[src/rtl/alu_issue_ctrl_if.sv]
`default_nettype none
// +--------------------------------------------------------------------+
// | alu_issue_ctrl_if : issue-controller to combinational ALU bus       |
// | Rev 1.0                                                             |
// +--------------------------------------------------------------------+
interface alu_issue_ctrl_if #(
    parameter int DATA_W = 16
) ();
    logic [1:0]        alu_func;
    logic [DATA_W-1:0] alu_src1;
    logic [DATA_W-1:0] alu_src2;
    logic [DATA_W-1:0] alu_result;

    modport master (
        output alu_func,
        output alu_src1,
        output alu_src2,
        input  alu_result
    );

    modport slave (
        input  alu_func,
        input  alu_src1,
        input  alu_src2,
        output alu_result
    );
endinterface
`default_nettype wire

[src/rtl/alu_issue_ctrl.sv]
`default_nettype none
// +--------------------------------------------------------------------+
// | alu_issue_ctrl : 4-cycle decode/execute/writeback issue controller  |
// | Rev 1.0                                                             |
// +--------------------------------------------------------------------+
module alu_issue_ctrl #(
    parameter int DATA_W = 16,
    parameter int ADDR_W = 4
) (
    input  wire logic                    clk,
    input  wire logic                    rst_n,
    input  wire logic                    instr_valid_i,
    input  wire logic [4+3*ADDR_W-1:0]   instr_i,
    output logic                         instr_ready_o,
    alu_issue_ctrl_if.master             alu,
    output logic                         done_o,
    output logic                         illegal_o,
    output logic                         wb_en_o,
    output logic [ADDR_W-1:0]            wb_addr_o,
    output logic [DATA_W-1:0]            wb_data_o,
    input  wire logic [ADDR_W-1:0]       dbg_addr_i,
    output logic [DATA_W-1:0]            dbg_data_o
);
    localparam int NREG = 1 << ADDR_W;
    localparam int IW   = 4 + 3*ADDR_W;

    localparam logic [1:0] S_IDLE      = 2'd0;
    localparam logic [1:0] S_DECODE    = 2'd1;
    localparam logic [1:0] S_EXECUTE   = 2'd2;
    localparam logic [1:0] S_WRITEBACK = 2'd3;

    logic [1:0]        state_q, state_d;
    logic [IW-1:0]     instr_q;
    logic              illegal_flag_q;
    logic [1:0]        alu_func_q;
    logic [DATA_W-1:0] alu_src1_q, alu_src2_q;
    logic              done_q, illegal_q, wb_en_q;
    logic [ADDR_W-1:0] wb_addr_q;
    logic [DATA_W-1:0] wb_data_q;
    logic [DATA_W-1:0] regs_q [NREG];

    logic [3:0]        opcode;
    logic [ADDR_W-1:0] rd, rs1, rs2;
    logic [DATA_W-1:0] rs1_val, rs2_val;

    assign opcode  = instr_q[IW-1 -: 4];
    assign rd      = instr_q[3*ADDR_W-1 -: ADDR_W];
    assign rs1     = instr_q[2*ADDR_W-1 -: ADDR_W];
    assign rs2     = instr_q[ADDR_W-1:0];
    // r0 is hardwired to zero on every read path.
    assign rs1_val = (rs1 == '0) ? '0 : regs_q[rs1];
    assign rs2_val = (rs2 == '0) ? '0 : regs_q[rs2];

    always_comb begin
        state_d = state_q;
        case (state_q)
            S_IDLE:      if (instr_valid_i) state_d = S_DECODE;
            S_DECODE:    state_d = S_EXECUTE;
            S_EXECUTE:   state_d = S_WRITEBACK;
            default:     state_d = S_IDLE;
        endcase
    end

    always_ff @(posedge clk or negedge rst_n) begin
        if (!rst_n) begin
            state_q        <= S_IDLE;
            instr_q        <= '0;
            illegal_flag_q <= 1'b0;
            alu_func_q     <= 2'b00;
            alu_src1_q     <= '0;
            alu_src2_q     <= '0;
            done_q         <= 1'b0;
            illegal_q      <= 1'b0;
            wb_en_q        <= 1'b0;
            wb_addr_q      <= '0;
            wb_data_q      <= '0;
            for (int i = 0; i < NREG; i++) begin
                regs_q[i] <= '0;
            end
        end else begin
            state_q   <= state_d;
            done_q    <= 1'b0;
            illegal_q <= 1'b0;
            wb_en_q   <= 1'b0;
            case (state_q)
                S_IDLE: begin
                    if (instr_valid_i) begin
                        instr_q        <= instr_i;
                        illegal_flag_q <= 1'b0;
                    end
                end
                S_DECODE: begin
                    if (opcode[3:2] == 2'b00) begin
                        alu_func_q <= opcode[1:0];
                        alu_src1_q <= rs1_val;
                        alu_src2_q <= rs2_val;
                    end else begin
                        illegal_flag_q <= 1'b1;
                    end
                end
                S_EXECUTE: begin
                    // Pulses are set here so they are high for exactly the WRITEBACK cycle.
                    done_q    <= 1'b1;
                    illegal_q <= illegal_flag_q;
                    if (!illegal_flag_q && rd != '0) begin
                        wb_en_q   <= 1'b1;
                        wb_addr_q <= rd;
                        wb_data_q <= alu.alu_result;
                    end
                end
                default: begin
                    if (wb_en_q) regs_q[wb_addr_q] <= wb_data_q;
                end
            endcase
        end
    end

    assign instr_ready_o = (state_q == S_IDLE);
    assign alu.alu_func  = alu_func_q;
    assign alu.alu_src1  = alu_src1_q;
    assign alu.alu_src2  = alu_src2_q;
    assign done_o        = done_q;
    assign illegal_o     = illegal_q;
    assign wb_en_o       = wb_en_q;
    assign wb_addr_o     = wb_addr_q;
    assign wb_data_o     = wb_data_q;
    assign dbg_data_o    = (dbg_addr_i == '0) ? '0 : regs_q[dbg_addr_i];
endmodule
`default_nettype wire

[src/flat_wrapper.sv]
// flat-port wrapper written by rule: the top's interface ports become plain ports
module alu_issue_ctrl_flat 
#(
    parameter int DATA_W = 16,
    parameter int ADDR_W = 4
)
  (clk, rst_n, instr_valid_i, instr_i, instr_ready_o, done_o, illegal_o, wb_en_o, wb_addr_o, wb_data_o, dbg_addr_i, dbg_data_o, alu_alu_func, alu_alu_src1, alu_alu_src2, alu_alu_result);
  alu_issue_ctrl_if #(.DATA_W(DATA_W)) alu_i ();
  input  wire logic clk;
  input  wire logic rst_n;
  input  wire logic instr_valid_i;
  input  wire logic [4+3*ADDR_W-1:0] instr_i;
  output logic instr_ready_o;
  output logic done_o;
  output logic illegal_o;
  output logic wb_en_o;
  output logic [ADDR_W-1:0] wb_addr_o;
  output logic [DATA_W-1:0] wb_data_o;
  input  wire logic [ADDR_W-1:0] dbg_addr_i;
  output logic [DATA_W-1:0] dbg_data_o;
  output wire logic [$bits(alu_i.alu_func)-1:0] alu_alu_func;
  output wire logic [$bits(alu_i.alu_src1)-1:0] alu_alu_src1;
  output wire logic [$bits(alu_i.alu_src2)-1:0] alu_alu_src2;
  input wire logic [$bits(alu_i.alu_result)-1:0] alu_alu_result;
  assign alu_alu_func = alu_i.alu_func;
  assign alu_alu_src1 = alu_i.alu_src1;
  assign alu_alu_src2 = alu_i.alu_src2;
  assign alu_i.alu_result = alu_alu_result;
  alu_issue_ctrl #(.DATA_W(DATA_W), .ADDR_W(ADDR_W)) u_core (.clk(clk), .rst_n(rst_n), .instr_valid_i(instr_valid_i), .instr_i(instr_i), .instr_ready_o(instr_ready_o), .alu(alu_i), .done_o(done_o), .illegal_o(illegal_o), .wb_en_o(wb_en_o), .wb_addr_o(wb_addr_o), .wb_data_o(wb_data_o), .dbg_addr_i(dbg_addr_i), .dbg_data_o(dbg_data_o));
endmodule
[config.mk]
export PLATFORM = sky130hd
export DESIGN_NAME = alu_issue_ctrl_flat
export DESIGN_NICKNAME = d
export VERILOG_FILES = /design/src/rtl/alu_issue_ctrl_if.sv /design/src/rtl/alu_issue_ctrl.sv /design/src/flat_wrapper.sv
export SDC_FILE = /design/constraint.sdc
export NUM_CORES = 1
export LEC_CHECK = 0
export ABC_AREA = 1
export BUFFER_PORTS_ARGS = -buffer_cell sky130_fd_sc_hd__buf_2
export CAP_MARGIN = 20
export CELL_PAD_IN_SITES_DETAIL_PLACEMENT = 1
export CELL_PAD_IN_SITES_GLOBAL_PLACEMENT = 1
export CORE_MARGIN = 2
export CORE_UTILIZATION = 23
export CTS_CLUSTER_DIAMETER = 50
export DETAILED_ROUTE_END_ITERATION = 12
export GPL_TIMING_DRIVEN = 0
export PLACE_DENSITY = 0.56
export SYNTH_ARGS = -nofsm -noshare
export SYNTH_HDL_FRONTEND = slang
export SYNTH_SLANG_ARGS = --single-unit
[constraint.sdc]
create_clock -name clk -period 4.4 [get_ports clk]
set_input_delay 0.44 -clock clk [delete_from_list [all_inputs] [get_ports clk]]
set_output_delay 0.44 -clock clk [all_outputs]
set_load 0.03 [all_outputs]
==> results of run 1 <==
metrics by stage:
| stage | setup TNS (ns) | util [%] | instance area [um2] | instances | setup slack [ns] |
|---|---|---|---|---|---|
| 2_1_floorplan | 0 | - | 20500 | 3172 | 2.22 |
| 3_3_place_gp | -1379.40 | 25.4 | 22500 | 4445 | -4.22 |
| 3_5_place_dp | 0 | 25.7 | 22700 | 4456 | 1.22 |
| 4_1_cts | 0 | 27.6 | 24400 | 4550 | 1.22 |
| 5_1_grt | 0 | 27.6 | 24400 | 4550 | 1.21 |
| 6_report | 0 | 27.6 | 24400 | 4550 | 1.25 |
routing by layer:
layer	wire length, um	track usage, %
met5	24	0
met3	7080	4.46
met4	7330	14.1
met2	52300	39.7
met1	47500	31.3
placed cells by master, fill, tap and decap left out, types with 8 or more instances in the layout:
cell type | netlist | routed
o211ai_1 | 32 | 32
nand3_1 | 482 | 482
nand2_1 | 1376 | 1376
buf_2 | 88 | 195
inv_2 | 8 | 8
buf_1 | 21 | 21
buf_4 | 10 | 10
clkbuf_1 | 104 | 109
dfrtp_1 | 332 | 332
nor2_1 | 21 | 21
o21ai_1 | 89 | 89
clkbuf_16 | 0 | 50
inv_6 | 0 | 8
a21oi_2 | 10 | 10
a21oi_1 | 33 | 33
clkbuf_8 | 0 | 11
inv_1 | 339 | 339
buf_8 | 0 | 8
o21ai_0 | 206 | 206
worst reg2reg max path, stage by stage, from the launching register on:
cell and delay, ns:
dfrtp_1 0.43, ha_1 0.21, nand2_1 0.15, nor3_2 0.78
nand2_1 0.32, clkbuf_1 0.40, nand2_1 0.14, o21ai_0 0.08
sequential cells by signal (all words and copies together), names as in the netlist:
name and cells:
u_core.wb_en_o 1, u_core.wb_addr_o 4, u_core.alu.alu_func 2, u_core.wb_data_o 16, u_core.state_q 2, u_core.illegal_flag_q 1, u_core.done_o 1, u_core.illegal_o 1
u_core.alu.alu_src2 16, u_core.alu.alu_src1 16, u_core.regs_q 256, u_core.instr_q 16
cell families (layout without fill, tap and decap cells):
kind of cell               Yosys count  after routing
AOI/OAI and AO/OA                  373            373
adders and majority gates            5              5
buffers and inverters              570            783
DFF                                332            332
muxes                                5              5
and+or+nand+nor                   1887           1887
worst min path at each step:
stage / end / slack [ns]
6_report: u_core.wb_data_o[14] / 0.04
5_1_grt: u_core.wb_data_o[15] / 0.02
4_1_cts: u_core.wb_data_o[2] / 0.0003
3_5_place_dp: u_core.regs_q[26] / 0.41
3_3_place_gp: u_core.alu.alu_src1[1] / 0.46
2_1_floorplan: u_core.alu.alu_func[0] / 0.14
area by class of cell:
cell class / count / area (um2) / share of cell area (%)
buffer: 223 / 985 / 4.04
clock buffer: 66 / 1420 / 5.83
clock inverter: 22 / 228 / 0.934
inverter: 347 / 1300 / 5.34
multi-input combinational: 2270 / 9860 / 40.4
sequential: 332 / 8310 / 34.1
tap: 1165 / 1460 / 5.98
timing repair buffer: 125 / 826 / 3.39
cell usage after synthesis, types with 5 or more instances:
cell type | number | share of area (%)
mux2_2 | 5 | 0.28
clkbuf_1 | 104 | 1.9
o21ai_0 | 206 | 5.0
ha_1 | 5 | 0.31
inv_2 | 8 | 0.15
o211ai_1 | 32 | 1.2
a21oi_1 | 33 | 0.81
nand3_1 | 482 | 12
dfrtp_1 | 332 | 41
inv_1 | 339 | 6.2
buf_1 | 21 | 0.39
buf_4 | 10 | 0.37
nor2_1 | 21 | 0.39
o21ai_1 | 89 | 2.2
nand2_1 | 1376 | 25
a21oi_2 | 10 | 0.43
buf_2 | 88 | 2.2
power by group:
group / total [mW] / internal, mW / switching [mW]
logic: 10.2 / 2.50 / 7.70
registers: 4.68 / 4.05 / 0.634
clock network: 4.02 / 2.40 / 1.61
total: 18.9 / 8.96 / 9.94
==> flow_summary.ini, run 1 <==
[synth]
synth_xor_area_share_pct = 0
synth_edf_count = 0
synth_fa_ha_area_share_pct = 0.306
async_reset_ff_share_pct = 100
ys_seq_elements = 332
synth_flop_cell = dfrtp_1
yosys_warnings = 0
synth_fp_nets = 3216
synthSimpleGateAreaFrac_pct = 37.8
syn_inst = 3172
synth_top_family_by_area = simple AND/OR/NAND/NOR gates
synth_area_um2 = 20500
synth_area_per_cell_um2 = 6.45
ys_types = 23
muxShareOfSynthArea_pct = 0.275
ys_seq_area_share_pct = 40.6
synth_compound_area_share_pct = 9.79

[critical_path]
critPathRequiredTime_ns = 3.96
critPathKind = in -> out
r2r_setup_slack_ns = 1.71
max_stage_delay_ns = 0.50
timing.rr.end = u_core.regs_q[116]
crit_top_cell = nand2_1
critical_path.endpoint_type = output port
crit_chain = buf_2, inv_1, clkbuf_1, nand3_1, nand2_1, nand2_1, nand2_1, inv_1, a21oi_1, buf_2
worst-path-buf-inv = 5
r2r_cells = 7
cp_max_fo = 10
worst_setup_path_start_kind = input port
critPathSlowestCell = clkbuf_1
r2r_start = u_core.state_q[0]
crit_end = dbg_data_o[2]
cp_top_family = buffers and inverters
cp_num_cells = 10
arrival_ns = 2.71
startpoint = dbg_addr_i[1]

[sta]
hold_viol_final = 0
fin_crit_sh_pct = 71.6
fmax_ghz = 0.317
slew_violations = 0
setup_viol = 0
rsz0062_at_grt = no
holdWs_ns = 0.0363
max_slew_margin_pct = 17.5
fin_crit_ns = 3.15
worst_pin_slew_ns = 1.24
fin_worst_skew_ns = 0.0306

[placed_design]
buffer_ports.inserted = 108
place_hpwl_mm = 90.3
gp_congestion = 0.965

[power_and_ir_drop]
p_leak_nw = 12.7
fin_total_pwr_mw = 18.9
powerDensity_nw_per_um2 = 775
vdd_drop_max_v = 0.000356

[die]
dieArea_um2 = 91300
initial_core_util_pct = 23.2
core.rowCount = 109
ios = 113
die_h_um = 302
fp.dieW_um = 302
coreArea_um2 = 88200

[clock_tree]
cts-buffers-inserted = 49
post_cts_resize_count = 0
clk_path_buf_depth = 3
cts-hold-fix-buffers = 6
post_cts_buffers = 0
cts_max_level = 2
clkSinkCount = 332
worstSkewPairLatency_ns = 0.62
tritoncts = built
clkTransAtPathRegs_ns = 0.06
cts-root-buf = clkbuf_16

[global_route]
grt_pass1_wl_mm = 162
grt_pass1_vias = 22600
antenna_found_initial = 7
gr-usage-all-layers_pct = 24.8
grt-ovfl-total = 0
grt_max_degree = 110

[drt]
wirelength_mm = 114
drc = 0
final_antenna_net_count = 0
firstDrtPassIters = 5
via_per_inst = 4.93
vias = 22400
first_iter_violations = 1711
wl_per_cell_um = 25.1

[min_path]
worstHoldStart = alu_alu_result[14]
hold_class = in -> reg
hold_depth = 3

[layout]
nets = 3392
area_growth_pct = 19.2
fillerInstances = 11200
antennaDiodeCount = 0
drive_gt1_share_pct = 9.81

[run_status]
outcome = finished, final reports clean

[run]
drv_cap = 0
No activity file was read; power rests on OpenSTA's default activity.
==> run 2: changes to the inputs <==
- PLACE_DENSITY: 0.56 -> 0.57
- clock period: 4.4 -> 2.78 ns (I/O delays scaled with it)
==> flow_summary.ini, run 2 (synthesis results as in run 1) <==
[sta]
fin_worst_skew_ns = 0.0277
setup_viol = 0
fin_crit_sh_pct = 98.8
fmax_ghz = 0.364
setup_tns_ns = 0
fin_crit_ns = 2.75
max_slew_margin_pct = 17.9
rsz0062_at_grt = no
worst_pin_slew_ns = 1.23
slew_violations = 0
hold_viol_final = 0

[drt]
via_per_inst = 4.97
final_antenna_net_count = 0
vias = 22700
first_iter_violations = 1811
wl_per_cell_um = 25.2
firstDrtPassIters = 6
drc = 0
wirelength_mm = 116

[critical_path]
crit_top_cell = nand2_1
cp_top_family = buffers and inverters
critical_path.endpoint_type = output port
worst-path-buf-inv = 5
critPathSlowestCell = clkbuf_1
max_stage_delay_ns = 0.46
crit_chain = buf_4, inv_2, clkbuf_1, nand2_1, nand3_1, nand2_1, nand2_1, nand2_1, inv_1, a21oi_1, buf_2
critPathKind = in -> out
r2r_setup_slack_ns = 0.22
arrival_ns = 2.47
worst_setup_path_start_kind = input port
cp_max_fo = 10
critPathRequiredTime_ns = 2.50

[layout]
fillerInstances = 11200
area_growth_pct = 19.9
multi_input_area_um2 = 9870
regMostFlops = u_core.regs_q
instances_no_fill = 4575
post-route-util_pct = 27.8
final_cell_mix = nand2_1 (1376), nand3_1 (482), inv_1 (339), dfrtp_1 (332), o21ai_0 (206)
antennaDiodeCount = 0
fin_area_um2 = 24500
drive_gt1_share_pct = 9.47
regArea_um2 = 8310
largest_register_ffs = 256
nets = 3418
final_common_cell = nand2_1

[clock_tree]
clkSinkCount = 332
cts-root-buf = clkbuf_16
cts-buffers-inserted = 48
tritoncts = built
clkTransAtPathRegs_ns = 0.06
post_cts_buffers = 0
cts_max_level = 2
worstSkewPairLatency_ns = 0.61
clk_path_buf_depth = 3

[power_and_ir_drop]
vdd_drop_max_v = 0.000497
p_leak_nw = 12.7
powerDensity_nw_per_um2 = 1210

[placed_design]
buffer_ports.inserted = 108
placed_area_um2 = 22600
place_inst = 4454
gp_congestion = 0.979
place_hpwl_mm = 89.7

[die]
initial_core_util_pct = 23.2
core.rowCount = 109
dieArea_um2 = 91300
die_h_um = 302
fp.dieW_um = 302
ios = 113
coreArea_um2 = 88200

[run_status]
outcome = finished, final reports clean

[global_route]
antenna_found_initial = 9
grt_pass1_vias = 22800
grt_max_degree = 113
gr-usage-all-layers_pct = 25.1
grt-ovfl-total = 0
grt_pass1_wl_mm = 165

[run]
drv_cap = 0

[min_path]
hold_class = in -> async
## run 2: cell count changes in the layout (fill, tap and decap cells not counted), sizes merged
cell         previous run  this run
clkbuf                170       168
dlygate4sd3             6        34
bufinv                  2         1
clkinv                  9        10
clkinvlp                1         5
inv                   357       354
buf                   238       236
## run 2: per-stage QoR
step / hold WS [ns] / setup slack, ns / power, mW
5_1_grt: 0.193 / 0.00836 / 31.3
2_1_floorplan: -0.0176 / 0.922 / 16.3
6_report: 0.164 / 0.0346 / 29.6
3_3_place_gp: 0.459 / -5.65 / 22.9
3_5_place_dp: 0.186 / 0.0543 / 23.2
4_1_cts: 0.169 / 0.0510 / 29.4
## run 2: what timing repair did
action,CTS,global route
endpoints found under the hold margin,144,0
resized for setup,0,2
endpoints found under the setup margin,0,68
hold buffers,34,0
## run 2: path summary, 6_finish.rpt
path | depth (start not counted) | startpoint | end
max in group asynchronous | 4 | rst_n | u_core.wb_data_o[3]
hold reg to reg | 2 | u_core.alu.alu_src1[4] | u_core.alu.alu_src1[4]
setup reg to reg | 7 | u_core.state_q[0] | u_core.regs_q[7]
hold / removal | 2 | rst_n | u_core.regs_q[10]
setup / recovery | 11 | dbg_addr_i[0] | dbg_data_o[15]
min in group clk | 4 | alu_alu_result[14] | u_core.wb_data_o[14]
## run 2: routing by layer
layer  vias up  share of wire, %  GRT usage, %
li1      10400                 -             -
met1     11300                43          32.9
met2       766                46          41.0
met3       242               5.3          3.04
met4         2               5.9          12.3
met5         -             0.011             0
## run 2: area by class of cell
type                            instances  area share [%]
Timing Repair Buffer                  152            4.39
Clock buffer                           63            5.34
Clock inverter                         23           0.908
Buffer                                223            4.01
Tap cell                             1165            5.94
Inverter                              347            5.31
Sequential cell                       332            33.9
Multi-Input combinational cell       2270            40.2
## run 2: worst register-to-register path, delay by kind of cell, from the launching register on
kind / cells / cell delay, ns
compound gates: 1 / 0.08
flops: 1 / 0.43
simple gates: 4 / 1.29
buf+inv: 1 / 0.38
fa+ha+maj: 1 / 0.22
## run 2: where the power goes
group	internal [mW]	total, mW	switching, mW
registers	6.41	7.43	1.02
clock network	3.46	6.01	2.54
logic	3.95	16.2	12.2
